===== src/rtl/mux_scan_pkg.sv =====
// Shared types and sizes for the 4:1 mux scan sampler.
// Used by mux_scan_sampler (optional feature macro: SCAN_AUTO_RESTART_EN).
package mux_scan_pkg;

    localparam int NUM_CH = 4;
    localparam int SEL_W  = 2;

    typedef enum logic [1:0] {
        IDLE = 2'd0,
        SCAN = 2'd1,
        HOLD = 2'd2
    } scan_state_t;

endpackage


===== src/rtl/mux_scan_settle_cnt.sv =====
// Settle timer: counts up while enabled and pulses o_tc on the last settle cycle,
// wrapping to zero on that same edge so the next channel starts from a clean count.
module mux_scan_settle_cnt #(
    parameter int unsigned TERM = 2
) (
    input  logic clk,
    input  logic rst_n,
    input  logic i_clr,
    input  logic i_en,
    output logic o_tc
);

    localparam int CW = $clog2(TERM + 1);
    localparam logic [CW-1:0] TC_VAL = CW'(TERM - 1);

    logic [CW-1:0] r_cnt;

    assign o_tc = i_en && (r_cnt == TC_VAL);

    always_ff @(posedge clk or negedge rst_n) begin
        if (!rst_n) begin
            r_cnt <= '0;
        end else if (i_clr || o_tc) begin
            r_cnt <= '0;
        end else if (i_en) begin
            r_cnt <= r_cnt + 1'b1;
        end
    end

endmodule


===== src/rtl/mux_scan_sampler.sv =====
// Steps a 4:1 mux select through all channels, samples y_in after SETTLE cycles each,
// and presents the 4-bit word with valid/ready. SCAN_AUTO_RESTART_EN: rescan after each handshake.
//
// state | meaning
// IDLE  | select parked at 00, waiting for start
// SCAN  | select driving channel r_ch, settle timer running
// HOLD  | word complete, valid held until ready
module mux_scan_sampler
    import mux_scan_pkg::*;
#(
    parameter int unsigned SETTLE = 2
) (
    input  logic              clk,
    input  logic              rst_n,
    input  logic              start,
    input  logic              y_in,
    output logic              s1,
    output logic              s0,
    output logic              busy,
    output logic [NUM_CH-1:0] data,
    output logic              valid,
    input  logic              ready
);

    scan_state_t       r_state;
    logic [SEL_W-1:0]  r_ch;
    logic              r_busy;
    logic              r_valid;
    logic [NUM_CH-1:0] r_data;
    logic              w_scan;
    logic              w_tc;
    logic              w_restart;

    assign w_scan = (r_state == SCAN);

`ifdef SCAN_AUTO_RESTART_EN
    assign w_restart = 1'b1;
`else
    assign w_restart = start;
`endif

    mux_scan_settle_cnt #(
        .TERM (SETTLE)
    ) u_settle_cnt (
        .clk   (clk),
        .rst_n (rst_n),
        .i_clr (!w_scan),
        .i_en  (w_scan),
        .o_tc  (w_tc)
    );

    always_ff @(posedge clk or negedge rst_n) begin
        if (!rst_n) begin
            r_state <= IDLE;
            r_ch    <= '0;
            r_busy  <= 1'b0;
            r_valid <= 1'b0;
            r_data  <= '0;
        end else begin
            case (r_state)
                IDLE: begin
                    r_ch <= '0;
                    if (start) begin
                        r_state <= SCAN;
                        r_busy  <= 1'b1;
                    end
                end
                SCAN: begin
                    if (w_tc) begin
                        r_data[r_ch] <= y_in;
                        if (r_ch == SEL_W'(NUM_CH - 1)) begin
                            r_state <= HOLD;
                            r_ch    <= '0;
                            r_busy  <= 1'b0;
                            r_valid <= 1'b1;
                        end else begin
                            r_ch <= r_ch + 1'b1;
                        end
                    end
                end
                HOLD: begin
                    // a handshake edge can also launch the next scan (back-to-back)
                    if (r_valid && ready) begin
                        r_valid <= 1'b0;
                        if (w_restart) begin
                            r_state <= SCAN;
                            r_busy  <= 1'b1;
                        end else begin
                            r_state <= IDLE;
                        end
                    end
                end
                default: begin
                    r_state <= IDLE;
                    r_ch    <= '0;
                    r_busy  <= 1'b0;
                    r_valid <= 1'b0;
                end
            endcase
        end
    end

    assign s1    = r_ch[1];
    assign s0    = r_ch[0];
    assign busy  = r_busy;
    assign valid = r_valid;
    assign data  = r_data;

endmodule


===== config.mk =====
export PLATFORM = sky130hd
export DESIGN_NAME = mux_scan_sampler
export DESIGN_NICKNAME = d
export VERILOG_FILES = /design/src/rtl/mux_scan_pkg.sv /design/src/rtl/mux_scan_settle_cnt.sv /design/src/rtl/mux_scan_sampler.sv
export SDC_FILE = /design/constraint.sdc
export NUM_CORES = 1
export LEC_CHECK = 0
export ABC_CLOCK_PERIOD_IN_PS = 2370
export CORE_MARGIN = 8
export CORE_UTILIZATION = 35
export CTS_CLUSTER_SIZE = 40
export DETAILED_ROUTE_END_ITERATION = 6
export GPL_ROUTABILITY_DRIVEN = 0
export HOLD_SLACK_MARGIN = 0.1
export PLACE_DENSITY_LB_ADDON = 0.05
export SYNTH_ARGS = -nofsm -noshare
export SYNTH_HDL_FRONTEND = slang
export SYNTH_HIERARCHICAL = 1
export SYNTH_SLANG_ARGS = --single-unit

===== constraint.sdc =====
create_clock -name clk -period 2.37 [get_ports clk]
set_clock_uncertainty 0.1 [all_clocks]
set_input_delay 0.3555 -clock clk [delete_from_list [all_inputs] [get_ports clk]]
set_output_delay 0.3555 -clock clk [all_outputs]
set_load 0.005 [all_outputs]

# Word level (Yosys, flattened, before mapping)

Cells that the tools add are included.

Mux-type cells: 23
Equality and inequality tests: 8
Reduce and logical (&&, ||, !) cells: 12
$add $sub $neg: 2
Order comparisons: 2
Bitwise operators: 2

Operator list:

| kind                                                       | number |
|---|---|
| two-way mux 2 bit                                          | 8 |
| two-way mux 1 bit                                          | 9 |
| inequality test 2 bit, second input constant               | 4 |
| AND reduction 4 bit                                        | 2 |
| one-hot mux 1 bit (3 select lines)                         | 2 |
| one-hot mux 2 bit (3 select lines)                         | 1 |
| adder 2 x 1 -> 2 bit, second input constant                | 2 |
| bitwise mux 4 bit                                          | 1 |
| equality test 2 x 1 -> 1 bit, second input constant        | 2 |
| equality test 2 bit, second input constant                 | 2 |
| one-hot mux 2 bit (2 select lines)                         | 1 |
| AND reduction 2 bit                                        | 2 |
| logical AND 1 bit                                          | 3 |
| less-than comparator 2 x 3 -> 1 bit, second input constant | 1 |
| AND reduction 3 bit                                        | 1 |
| demux 1 bit (select 2 bit)                                 | 1 |
| >= comparator 2 x 1 -> 1 bit, second input constant        | 1 |
| logical NOT 2 bit                                          | 1 |
| inverter 1 bit                                             | 2 |
| nonzero test 2 bit                                         | 1 |
| logical NOT 1 bit                                          | 1 |
| logical OR 1 bit                                           | 1 |

Bits of input ports: 5
Logic and storage cells: 55
Flip-flop bits (word level): 12

# Longest topological paths before layout

Depth in word-level cells: 5
Gate-level depth with buffers: 7
Mapped depth without buffers: 6

# By module

Netlist, hierarchy kept.

Modules (own cells, without submodules):

| module              | area each (um^2) | sequential area each (um^2) | cells an instance | instances |
|---|---|---|---|---|
| mux_scan_sampler    | 564.3            | 250.2                       | 52                | 1 |
| mux_scan_settle_cnt | 111.4            | 50.0                        | 10                | 1 |

# Worst setup path after synthesis

No wires, ideal clock.

Kind: reg2reg
From: register r_state[1]
To: register r_data[0] (netlist: data[0])
Path buffers: 2
Data required time: 2.145 ns
Data arrival time: 1.429 ns
Slack: 0.716 ns
Stages on the path, launching flop included: 7
Clock period less this slack: 1.654 ns
Setup time: 0.125 ns
Cell sequence: dfrtp_1 and2b_1 buf_6 and2_2 buf_2 nand3_2 mux2_4

Word-level cells in the longest chain between the ends: 3

RTL lines:

| what                            | line                      | source |
|---|---|---|
| from (decl)                     | mux_scan_sampler.sv:25    | `scan_state_t r_state;` |
| from (signal assigned)          | mux_scan_sampler.sv:54    | `r_state <= IDLE;` |
| from (signal assigned)          | mux_scan_sampler.sv:64    | `r_state <= SCAN;` |
| from (signal assigned)          | mux_scan_sampler.sv:72    | `r_state <= HOLD;` |
| equality test 2 x 1 -> 1 bit    | mux_scan_sampler.sv:34    | `assign w_scan = (r_state == SCAN);` |
| net w_scan                      | mux_scan_sampler.sv:30    | `logic w_scan;` |
| logical AND 1 bit               | mux_scan_settle_cnt.sv:18 | `assign o_tc = i_en && (r_cnt == TC_VAL);` |
| net w_tc                        | mux_scan_sampler.sv:31    | `logic w_tc;` |
| AND reduction 2 bit (no line)   | -                         |  |
| to (signal, indexed assignment) | mux_scan_sampler.sv:70    | `r_data[r_ch] <= y_in;` |
| to (decl)                       | mux_scan_sampler.sv:29    | `logic [NUM_CH-1:0] r_data;` |

The timed path passes the listed nets, and every way through them passes these cells.
A chain may end at the register's enable or synchronous reset.

# Final worst setup path

From: register r_state[1]
To: register r_data[3] (netlist: data[3])

Word-level cells in the longest chain between the ends: 3

RTL lines:

| what                          | line |
|---|---|
| equality test 2 x 1 -> 1 bit  | mux_scan_sampler.sv:34 |
| logical AND 1 bit             | mux_scan_settle_cnt.sv:18 |
| net w_tc                      | mux_scan_sampler.sv:31 |
| AND reduction 2 bit (no line) | - |

The timed path passes the listed nets, and every way through them passes these cells.

==> reports/metrics.yaml <==
synth-main-ff-cell: "sky130_fd_sc_hd__dfrtp_1"
clock_tree_root_buffer_cell: "sky130_fd_sc_hd__clkbuf_4"
place_hpwl_um: 969.6
floorplan.core_area_um2: 1882
cts-root-to-sink-buffers: 2
critical_path_peak_fanout: 11
setup.worst_path.end_class: "flip-flop"
synth_edf_count: 0
io-pin-count: 13
timing.setup.tns_ns: 0
pwr-share-clk: 0.167
synth.top_cells.by_count: "12 x sky130_fd_sc_hd__dfrtp_1, 10 x sky130_fd_sc_hd__nand2_1, 6 x sky130_fd_sc_hd__inv_1"
unrepaired_setup_endpoints_after_global_routing: "no"
dpl-instance-area_um2: 813.3
ff2ff_setup_slack_ns: 0.52
clock_insertion_delay_worst_skew_ns: 0.28
syn-num-nets: 72
cts_setup_buffers: 0
multi_input_comb_area_um2: 336.6
critPathRequiredTime_ns: 2.44
placedCellCount: 99
track_usage: 0.08887
grt.overflow.total: 0
layout_setup_ws_ns: 0.5187
ys_ff_latch: 12
synthDominantCellAreaShare: 0.4444
avgSynthCellArea_um2: 10.90
maximum_clock_rate_ghz: 0.5402
status: "completed"
synthTopCellsByArea: "sky130_fd_sc_hd__dfrtp_1 44%, sky130_fd_sc_hd__ha_1 9.3%, sky130_fd_sc_hd__mux2_4 8.9%"
number_of_max_slew_violations_in_the_final_report: 0
ctsHoldBuffers: 0
fraction_of_layout_cells_with_a_size_suffix_above_1: 0.1711
cts-resized-gates: 0
critical-path-max-stage-delay_ns: 0.45
power-per-cell-area_nw_per_um2: 1193
finish.net_count: 87
finalWorstPathRequiredPeriod_ns: 1.851
syn_inst: 62
count_of_buffer_and_inverter_cells_on_the_critical_path: 0
clkTransAtPathRegs_ns: 0.08
pwr-share-seq: 0.358
finalCritPeriodShare: 0.7811
synthesis.area_um2: 675.6
cts_buffers: 3
maxCapViolCount: 0
portBuffers: 12
drt_pre_antenna_iters: 3
p_sw_frac: 0.3468
synthToLayoutAreaGrowth_pct: 25.74
reg2reg_to: "data[3]$_DFFE_PN0P_"
clock_sink_count: 12
synthesis.yosys.warnings: 6
report.final.setup_viol: 0
die_w_um: 59.94
comb_power_share: 0.475
nFillCells: 194
relSlewSlack: 0.6272
grt_max_degree: 13
synth_largest_area_cell: "sky130_fd_sc_hd__dfrtp_1"
cp_top_family: "simple AND/OR/NAND/NOR gates"
postRouteWirelength_mm: 1.271
async_reset_ff_frac: 1.000
worstMarginPinSlew_ns: 0.5574
antenna-diode-count: 0
worst_ir_drop_vdd_mv: 0.5779
routed_via_density: 4.553
total_switching_power_mw: 0.3515
beginning_of_the_worst_register_to_register_path: "r_state[1]$_DFFE_PN0P_"
area.sequential_um2: 300.3
initial_antenna_violation_count: 0
report.power.total_mw: 1.013
critical_path_cell_count: 4
wl_per_cell_um: 12.34
floorplan.die.height_um: 59.94
floorplan.initialDensity: 0.3590
first_pass_grt_wire_length_mm: 2.311
floorplan.die_area_um2: 3592
instances_no_fill: 103
power.static_leakage_nw: 0.3861
post_route_design_area_um2: 849.6
finalHoldViolCount: 0
h-tree-depth: 1
critPathKind: "reg -> reg"
most_common_cell_in_the_synthesized_netlist: "sky130_fd_sc_hd__dfrtp_1"
p_int_mw: 0.6620
drt_iter0_drc: 6
route.detailed.drc: 0
worstHoldPathType: "in -> async"
r2r.worst_path.cells: 4
grt_pass1_vias: 484
critical-path-slowest-cell: "sky130_fd_sc_hd__and2b_1"
detail-route-antenna-nets: 0
dp_worst_setup_slack_ns: 0.5102
tritoncts: "yes"
critical_path_arrival_ns: 1.92
worstSetupStartpointType: "flip-flop"
num_vias: 469
std_cell_rows: 16
cp_cell_sequence: "and2b_1 -> and2_2 -> nand3_4 -> mux2_4"
netlist-cell-type-count: 23
fraction_of_the_yosys_area_taken_by_sequential_cells: 0.4444
-- metal layers --
metal,share of wire,up-vias,track usage
met5,0,-,0
met1,0.48,221,0.1066
li1,-,233,-
met2,0.42,10,0.1215
met4,0.027,0,0.06122
met3,0.069,5,0.04086
-- cells in the final DEF (no fill, tap or decap) --
cell type / instances
sky130_fd_sc_hd__a211o_1: 1
sky130_fd_sc_hd__a21oi_1: 1
sky130_fd_sc_hd__a31oi_1: 1
sky130_fd_sc_hd__and2_2: 1
sky130_fd_sc_hd__and2b_1: 2
sky130_fd_sc_hd__clkbuf_4: 3
sky130_fd_sc_hd__clkbuf_8: 1
sky130_fd_sc_hd__clkdlybuf4s50_1: 12
sky130_fd_sc_hd__dfrtp_1: 12
sky130_fd_sc_hd__ha_1: 5
sky130_fd_sc_hd__inv_1: 6
sky130_fd_sc_hd__mux2_4: 4
sky130_fd_sc_hd__mux2i_1: 1
sky130_fd_sc_hd__nand2_1: 10
sky130_fd_sc_hd__nand2b_1: 1
sky130_fd_sc_hd__nand3_2: 3
sky130_fd_sc_hd__nand3_4: 1
sky130_fd_sc_hd__nor2_1: 1
sky130_fd_sc_hd__nor2b_1: 2
sky130_fd_sc_hd__nor3b_1: 1
sky130_fd_sc_hd__o21ai_0: 4
sky130_fd_sc_hd__o31ai_1: 1
sky130_fd_sc_hd__or3b_1: 1
sky130_fd_sc_hd__or4b_1: 1
-- registers in the layout, indices dropped and copies added, names as in the netlist --
| signal | flops |
|---|---|
| data | 4 |
| busy | 1 |
| u_settle_cnt/r_cnt | 2 |
| r_ch | 2 |
| valid | 1 |
| r_state | 2 |
-- layout make-up --
class                           count  share of cell area
Inverter                            6             0.02651
Multi-Input combinational cell     42              0.3962
Timing Repair Buffer               12              0.1414
Tap cell                           27             0.03976
Sequential cell                    12              0.3535
Clock buffer                        4             0.04271
-- how the worst max path moves through the flow --
stage | start | to | slack (ns)
floorplan | r_state[1]$_DFFE_PN0P_ | data[0]$_DFFE_PN0P_ | 0.72
global placement | r_state[1]$_DFFE_PN0P_ | data[3]$_DFFE_PN0P_ | 0.57
detailed placement | r_state[1]$_DFFE_PN0P_ | data[3]$_DFFE_PN0P_ | 0.51
CTS | r_state[1]$_DFFE_PN0P_ | data[3]$_DFFE_PN0P_ | 0.51
global route | r_state[1]$_DFFE_PN0P_ | r_ch[0]$_DFFE_PN0P_ | 0.32
finish | r_state[1]$_DFFE_PN0P_ | data[3]$_DFFE_PN0P_ | 0.52
-- logic make-up (layout without fill, tap and decap cells) --
| kind of cell | count (synthesis) | in the layout | synth area share |
|---|---|---|---|
| buf+inv | 8 | 22 | 0.05740 |
| compound gates | 8 | 8 | 0.07038 |
| flops | 12 | 12 | 0.4444 |
| fa+ha+maj | 5 | 5 | 0.09259 |
| mux | 5 | 5 | 0.1037 |
| simple gates | 24 | 24 | 0.2315 |
-- stage by stage --
stage / utilization / hold WS (ns)
global route: 0.4515 / 0.3743
global placement: 0.4322 / 0.3949
detailed placement: 0.4322 / 0.3924
floorplan: - / -0.04009
finish: 0.4515 / 0.3316
CTS: 0.4515 / 0.3635
-- power groups by stage --
stage | sequential (mW) | clock (mW) | combinational (mW)
2_1_floorplan | 0.360 | 0 | 0.329
3_3_place_gp | 0.367 | 0 | 0.489
3_5_place_dp | 0.367 | 0 | 0.492
4_1_cts | 0.363 | 0.174 | 0.493
5_1_grt | 0.380 | 0.191 | 0.541
6_report | 0.363 | 0.169 | 0.482
(Power assumes the default switching activity.)
